### config.mk
export PLATFORM = sky130hd
export DESIGN_NAME = mult_booth
export DESIGN_NICKNAME = d
export VERILOG_FILES = /design/src/rtl/mult_booth.sv
export SDC_FILE = /design/constraint.sdc
export NUM_CORES = 1
export LEC_CHECK = 0
export ABC_AREA = 1
export CORE_MARGIN = 1
export CORE_UTILIZATION = 40
export CTS_CLUSTER_DIAMETER = 150
export CTS_CLUSTER_SIZE = 10
export DETAILED_ROUTE_END_ITERATION = 6
export MAX_ROUTING_LAYER = met4
export PLACE_DENSITY = 0.66
export SYNTH_ARGS = -nofsm -noshare
export SYNTH_HDL_FRONTEND = slang
export SYNTH_SLANG_ARGS = --single-unit
### constraint.sdc
create_clock -name clock -period 5.35 [get_ports clock]
set_clock_uncertainty 0.05 [all_clocks]
set_input_delay 1.07 -clock clock [delete_from_list [all_inputs] [get_ports clock]]
set_output_delay 1.07 -clock clock [all_outputs]
set_load 0.01 [all_outputs]
### src/rtl/mult_booth.sv
// Sequential signed multiplier using radix-2 Booth recoding.
// One Booth step per clock; the full 2*WIDTH-bit product lands in hi/lo
// on the RUN->DONE edge. Handshake: start is sampled only in IDLE.
// busy is high for the WIDTH cycles of RUN. done then pulses for one cycle
// while hi/lo hold the new product.
module mult_booth #(
  parameter int WIDTH = 32,
  parameter int CNT_W = 6
) (
  input  logic             clock,
  input  logic             reset,
  input  logic             start,
  input  logic [WIDTH-1:0] A,
  input  logic [WIDTH-1:0] B,
  output logic [WIDTH-1:0] hi,
  output logic [WIDTH-1:0] lo,
  output logic             busy,
  output logic             done
);

  typedef enum logic [1:0] {
    S_IDLE = 2'd0,
    S_RUN  = 2'd1,
    S_DONE = 2'd2
  } state_t;

  state_t             state_q, state_d;
  logic [WIDTH:0]     mcand_q, mcand_d;   // sign-extended multiplicand
  logic [WIDTH:0]     acc_q, acc_d;       // one extra bit so -(-2^(W-1)) fits
  logic [WIDTH-1:0]   q_q, q_d;           // multiplier, shifts out as product low half
  logic               q1_q, q1_d;         // Booth look-behind bit
  logic [CNT_W-1:0]   cnt_q, cnt_d;
  logic [WIDTH-1:0]   hi_q, hi_d;
  logic [WIDTH-1:0]   lo_q, lo_d;

  // Booth step datapath signals
  logic [WIDTH:0]     sum;
  logic [WIDTH:0]     acc_sh;
  logic [WIDTH-1:0]   q_sh;
  logic [CNT_W-1:0]   cnt_inc;
  logic               last_step;

  // State and datapath registers; reset overrides everything, including RUN
  always_ff @(posedge clock) begin
    if (reset) begin
      state_q <= S_IDLE;
      mcand_q <= '0;
      acc_q   <= '0;
      q_q     <= '0;
      q1_q    <= 1'b0;
      cnt_q   <= '0;
      hi_q    <= '0;
      lo_q    <= '0;
    end else begin
      state_q <= state_d;
      mcand_q <= mcand_d;
      acc_q   <= acc_d;
      q_q     <= q_d;
      q1_q    <= q1_d;
      cnt_q   <= cnt_d;
      hi_q    <= hi_d;
      lo_q    <= lo_d;
    end
  end

  // One Booth add/sub followed by an arithmetic right shift of {acc,Q,q_1}
  always_comb begin
    sum = acc_q;
    case ({q_q[0], q1_q})
      2'b01:   sum = acc_q + mcand_q;
      2'b10:   sum = acc_q - mcand_q;
      default: sum = acc_q;
    endcase
    acc_sh    = {sum[WIDTH], sum[WIDTH:1]};
    q_sh      = {sum[0], q_q[WIDTH-1:1]};
    cnt_inc   = cnt_q + 1'b1;
    last_step = (cnt_inc == CNT_W'(WIDTH));
  end

  // Next-state logic
  always_comb begin
    state_d = state_q;
    case (state_q)
      S_IDLE:  if (start) state_d = S_RUN;
      S_RUN:   if (last_step) state_d = S_DONE;
      S_DONE:  state_d = S_IDLE;
      default: state_d = S_IDLE;
    endcase
  end

  // Datapath register updates: capture in IDLE, step in RUN, result on the last step
  always_comb begin
    mcand_d = mcand_q;
    acc_d   = acc_q;
    q_d     = q_q;
    q1_d    = q1_q;
    cnt_d   = cnt_q;
    hi_d    = hi_q;
    lo_d    = lo_q;
    case (state_q)
      S_IDLE: begin
        if (start) begin
          mcand_d = {A[WIDTH-1], A};
          acc_d   = '0;
          q_d     = B;
          q1_d    = 1'b0;
          cnt_d   = '0;
        end
      end
      S_RUN: begin
        acc_d = acc_sh;
        q_d   = q_sh;
        q1_d  = q_q[0];
        cnt_d = cnt_inc;
        if (last_step) begin
          hi_d = acc_sh[WIDTH-1:0];
          lo_d = q_sh;
        end
      end
      default: ;
    endcase
  end

  // Handshake outputs decoded from the state register
  always_comb begin
    busy = (state_q == S_RUN);
    done = (state_q == S_DONE);
    hi   = hi_q;
    lo   = lo_q;
  end

endmodule

=== Word-level counts from Yosys, hierarchy flattened ===
Cells that the tools add are included.

* Register bits: 170
* Memories kept: 0
* Word-level logic and storage cells: 36
* Output and inout port bits: 66
* Bits in writable memories: 0
* Memory bits (read-only): 0
* Latch bits: 0
* Input port bits: 67

* Multiplexer cells: 12
* Shift operators: 0
* $add $sub $neg: 3
* Eq/ne operators: 7
* Reduce and logical (&&, ||, !) cells: 6
* $lt $le $gt $ge: 0
* Multipliers: 0
* Bitwise operators: 0
* Divide/modulo/power cells: 0

{| class="wikitable"
|+ Operator list
! kind !! number
|-
| one-hot mux 33 bit (2 select lines) || 2
|-
| one-hot mux 32 bit (2 select lines) || 1
|-
| adder 33 bit || 1
|-
| two-way mux 33 bit || 1
|-
| subtractor 33 bit || 1
|-
| two-way mux 32 bit || 1
|-
| one-hot mux 6 bit (2 select lines) || 1
|-
| AND reduction 2 bit || 4
|-
| adder 6 x 1 -> 6 bit (second input constant) || 1
|-
| == test 6 bit (second input constant) || 1
|-
| two-way mux 6 bit || 1
|-
| == test 2 x 1 -> 1 bit (second input constant) || 2
|-
| == test 2 bit (second input constant) || 2
|-
| two-way mux 2 bit || 2
|-
| one-hot mux 2 bit (2 select lines) || 1
|-
| logical NOT 2 bit || 1
|-
| != test 2 x 1 -> 1 bit (second input constant) || 1
|-
| != test 2 bit (second input constant) || 1
|-
| one-hot mux 1 bit (2 select lines) || 1
|-
| nonzero test 2 bit || 1
|-
| two-way mux 1 bit || 1
|}

=== Logic depth before layout (Yosys ltp) ===
* Depth in word-level cells: 4
* Depth in mapped cells: 25
* Gate-level depth less buffers: 25

=== Least setup slack after synthesis ===
OpenSTA, ideal clock, no wires.

* Path kind: flip-flop to flip-flop
* Start point: register mcand_q[0]
* End point: register hi_q[31] (netlist: hi[31])
* Data required time: 5185 ps
* Stages on the path, launching flop included: 22
* Slack: 2201 ps
* Buffers on the path: 0
* Arrival: 2984 ps
* Period minus slack after synthesis: 3149 ps
* Library setup time: 115 ps
* Path through: dfxtp_1 > inv_1 > ha_1 > nand2_1 > o31ai_1 > o21a_1 > o21ai_0 > nor2_1 > o21ai_0 > xor2_1 > ha_1 > nand2_1 > inv_1 > nand3_1 > nor3b_1 > nand2_1 > nand2_1 > nand3_1 > nand3_1 > nand2_1 > o21ai_0 > inv_1

* Longest elaborated chain between the ends: 2
* Elaborated cells on any way between the ends: 3

{| class="wikitable"
|+ Ends and longest elaborated chain
! what !! line !! text
|-
| start, declared || 28 || <nowiki>logic [WIDTH:0] mcand_q, mcand_d;</nowiki>
|-
| start signal, assigned || 56 || <nowiki>mcand_q <= mcand_d;</nowiki>
|-
| subtractor 33 bit / adder 33 bit (equally long branches) || 71, 70 ||
|-
| one-hot mux 33 bit (2 select lines) (*) || 69 || <nowiki>case ({q_q[0], q1_q})</nowiki>
|-
| end signal, assigned || 61 || <nowiki>hi_q <= hi_d;</nowiki>
|-
| end, declared || 33 || <nowiki>logic [WIDTH-1:0] hi_q, hi_d;</nowiki>
|}

Every way passes the cells marked *; elsewhere a longest branch is shown, timed or not.
A chain may end at the register's enable or synchronous reset.

=== Final worst setup path ===
* Start point: register q_q[0]
* End point: register hi_q[31] (netlist: hi[31])

* Longest elaborated chain between the ends: 2
* Elaborated cells on any way between the ends: 3

{| class="wikitable"
|+ Ends and longest elaborated chain
! what !! line !! text
|-
| start, declared || 30 || <nowiki>logic [WIDTH-1:0] q_q, q_d;</nowiki>
|-
| start signal, assigned || 58 || <nowiki>q_q <= q_d;</nowiki>
|-
| == test 2 bit / == test 2 x 1 -> 1 bit (equally long branches) || 69 ||
|-
| one-hot mux 33 bit (2 select lines) (*) || 69 ||
|}

Marks and branches as above.

==> flow_metrics.tcl <==
set metrics [dict create \
    placedCellCount 1882 \
    fin_cells 1914 \
    clock-root-buffer "clkbuf_16" \
    core_area_mm2 0.02347 \
    final_cell_mix "419 x nand2_1, 169 x dfxtp_1, 164 x nor2_1, 152 x a21oi_1, 146 x inv_1" \
    fmax_mhz 261.7 \
    drtIter0Drc 483 \
    path_clk_slew_ns 0.07 \
    die_w_um 156.9 \
    cts_buffers 17 \
    grt_setup_unrepaired "no" \
    htreeDepth 4 \
    cts_tree "done" \
    vdd_drop_max_v 0.0001857 \
    endpoint_kind "flip-flop" \
    clk_latency_ns 0.45 \
    route.detailed.drc 0 \
    clock_sinks 169 \
    start_kind "flip-flop" \
    die_h_um 156.9 \
    maxSlewHeadroom_pct 32.67 \
    start_util_pct 40.88 \
    port_buffers 132 \
    final.period_utilization_pct 71.43 \
    nets 1686 \
    drive_gt1_share_pct 4.639 \
    syn-num-nets 1592 \
    maxCapViolations 0 \
    grt_pass1_wl_um 46670 \
    ff2ff_path_depth 20 \
    grt.total_usage_pct 25.09 \
    ctsResizeCount 0 \
    gr-total-overflow 0 \
    hpwlAfterDp_um 21630 \
    area_delta_synth_final_pct 22.04 \
    setup.worst_path.class "reg2reg" \
    synth_cell_types 35 \
    yosysWarnings 0 \
    worst_pin_slew_ns 1.006 \
    ys_top_cells_by_area "dfxtp_1 35%, nand2_1 16%, a21oi_1 7.9%, nor2_1 6.5%, inv_1 5.8%" \
    syn_inst 1488 \
    num-fill-cells 2434 \
    cts_buffer_depth 2 \
    ff_latch_area_mm2 0.003383 \
    synth_area_mm2 0.009595 \
    outcome "finished, final reports clean" \
    ant_nets 0 \
    arrival_ns 4.11 \
    synth.largest_area_cell "dfxtp_1" \
    num_antenna_cells 0 \
    setup_tns_ns 0 \
    dr_total_vias 9593 \
    synth_top_area_share_pct 35.26 \
    wl_per_cell_um 15.14 \
    cts_hold_buf 0 \
    setup_viol 0 \
    grt_max_degree 90 \
    finalWirelength_um 28980 \
    die-area_mm2 0.02461 \
    avgSynthCellArea_um2 6.449 \
    worstPathRequired_ns 5.64 \
    synth_seq_cells 169 \
    hold_viol 0 \
    multiInputGateArea_mm2 0.005361 \
    final_common_cell "nand2_1" \
    leakage_nw 4.901 \
    viasPerCell 5.012 \
    firstDrtPassIters 5 \
    powerDensity_mw_per_mm2 277.9 \
    ys_seq_area_share_pct 35.26 \
    crit_fanout 20 \
    period_needed_ns 3.822 \
    row_count 56 \
    antenna_found_initial 0 \
    hold_depth 2 \
    post_cts_buffers 0 \
    place_congestion 0.9900 \
    grt_pass1_vias 9086 \
    slew_viol_final 0 \
    hp-class "reg2reg" \
    ios 133 \
]
[power by group]
part	total, mW	switching (mW)	internal [mW]
Clock	1.26	0.627	0.634
Sequential	1.35	0.0473	1.30
Combinational	0.641	0.410	0.230
Total	3.25	1.08	2.17
[sequential cells by signal (all words and copies together) (netlist names)]
signal   count
hi          32
cnt_q        6
mcand_q     32
q1_q         1
acc_q       32
q_q         32
state_q      2
lo          32
[metrics by stage]
step / util (%) / power (mW) / setup WS, ns / area (um2) / hold WS [ns]
2_1_floorplan: - / 1.812 / 2.201 / 9595 / 0.3837
3_3_place_gp: 47.34 / 2.013 / 1.571 / 11110 / 0.4017
3_5_place_dp: 47.34 / 2.018 / 1.557 / 11110 / 0.4054
4_1_cts: 49.89 / 3.279 / 1.531 / 11710 / 0.4170
5_1_grt: 49.89 / 3.418 / 1.141 / 11710 / 0.4282
6_report: 49.89 / 3.254 / 1.528 / 11710 / 0.4146
[critical path, stage by stage, from the launching register on]
cell and delay (ns):
dfxtp_1 0.36, ha_1 0.15, buf_4 0.22, inv_1 0.25
o31ai_1 0.19, o21a_1 0.21, o21ai_0 0.14, nor2_1 0.25
o21ai_0 0.19, xor2_1 0.20, ha_1 0.43, nand2_1 0.13
nor2_1 0.15, nor3b_1 0.20, nand2_1 0.07, nand2_1 0.08
nand3_1 0.08, nand3_1 0.08, nand2_1 0.07, o21ai_0 0.14
inv_1 0.06
[final cells by class]
type / instances / area share (%)
timing repair buffer: 144 / 12.03
multi-input combinational: 1101 / 45.78
clock inverter: 15 / 1.475
tap: 319 / 3.408
inverter: 149 / 4.776
clock buffer: 17 / 3.633
sequential: 169 / 28.89
[cell usage after synthesis]
cell / count
fa_1: 1
nor3_2: 1
clkinv_1: 1
nand3_1: 100
buf_1: 10
buf_6: 3
o31ai_1: 2
o211ai_1: 1
buf_4: 4
o21ai_0: 88
a31oi_1: 32
o21a_1: 2
o21bai_1: 8
nor2_4: 1
clkbuf_1: 50
xnor2_1: 11
nor3_1: 10
and2_1: 3
dfxtp_1: 169
nand4_1: 10
inv_2: 1
nand2_2: 1
inv_1: 147
nor2_1: 165
or2_2: 21
xor2_1: 25
nor3b_1: 1
buf_2: 2
nor4_1: 4
a21oi_1: 152
o22ai_1: 1
nand3_2: 1
ha_1: 36
nand2_1: 419
a21o_1: 5
[per-layer routing]
metal,up-vias,wire length [um],global-route usage [%]
li1,4997,-,-
met5,-,0,-
met3,32,1222,3.655
met4,0,519,7.610
met1,4362,13650,31.88
met2,202,13590,40.97
[path summary, 6_finish.rpt]
check	slack [ns]	startpoint	to
max	1.53	q_q[0]	hi[31]
min	0.41	hi[8]	hi[8]
max reg2reg	1.53	q_q[0]	hi[31]
min reg2reg	0.41	hi[8]	hi[8]
[cell families (layout without fill, tap and decap cells)]
family,count (synthesis),in the layout,synth area share [%]
compound gates,291,291,16.08
simple gates,737,737,31.53
buf+inv,218,325,8.945
xor+xnor,36,36,3.286
fa+ha+maj,37,37,4.903
flops,169,169,35.26
Note: power is estimated with default switching activity, not from simulation.
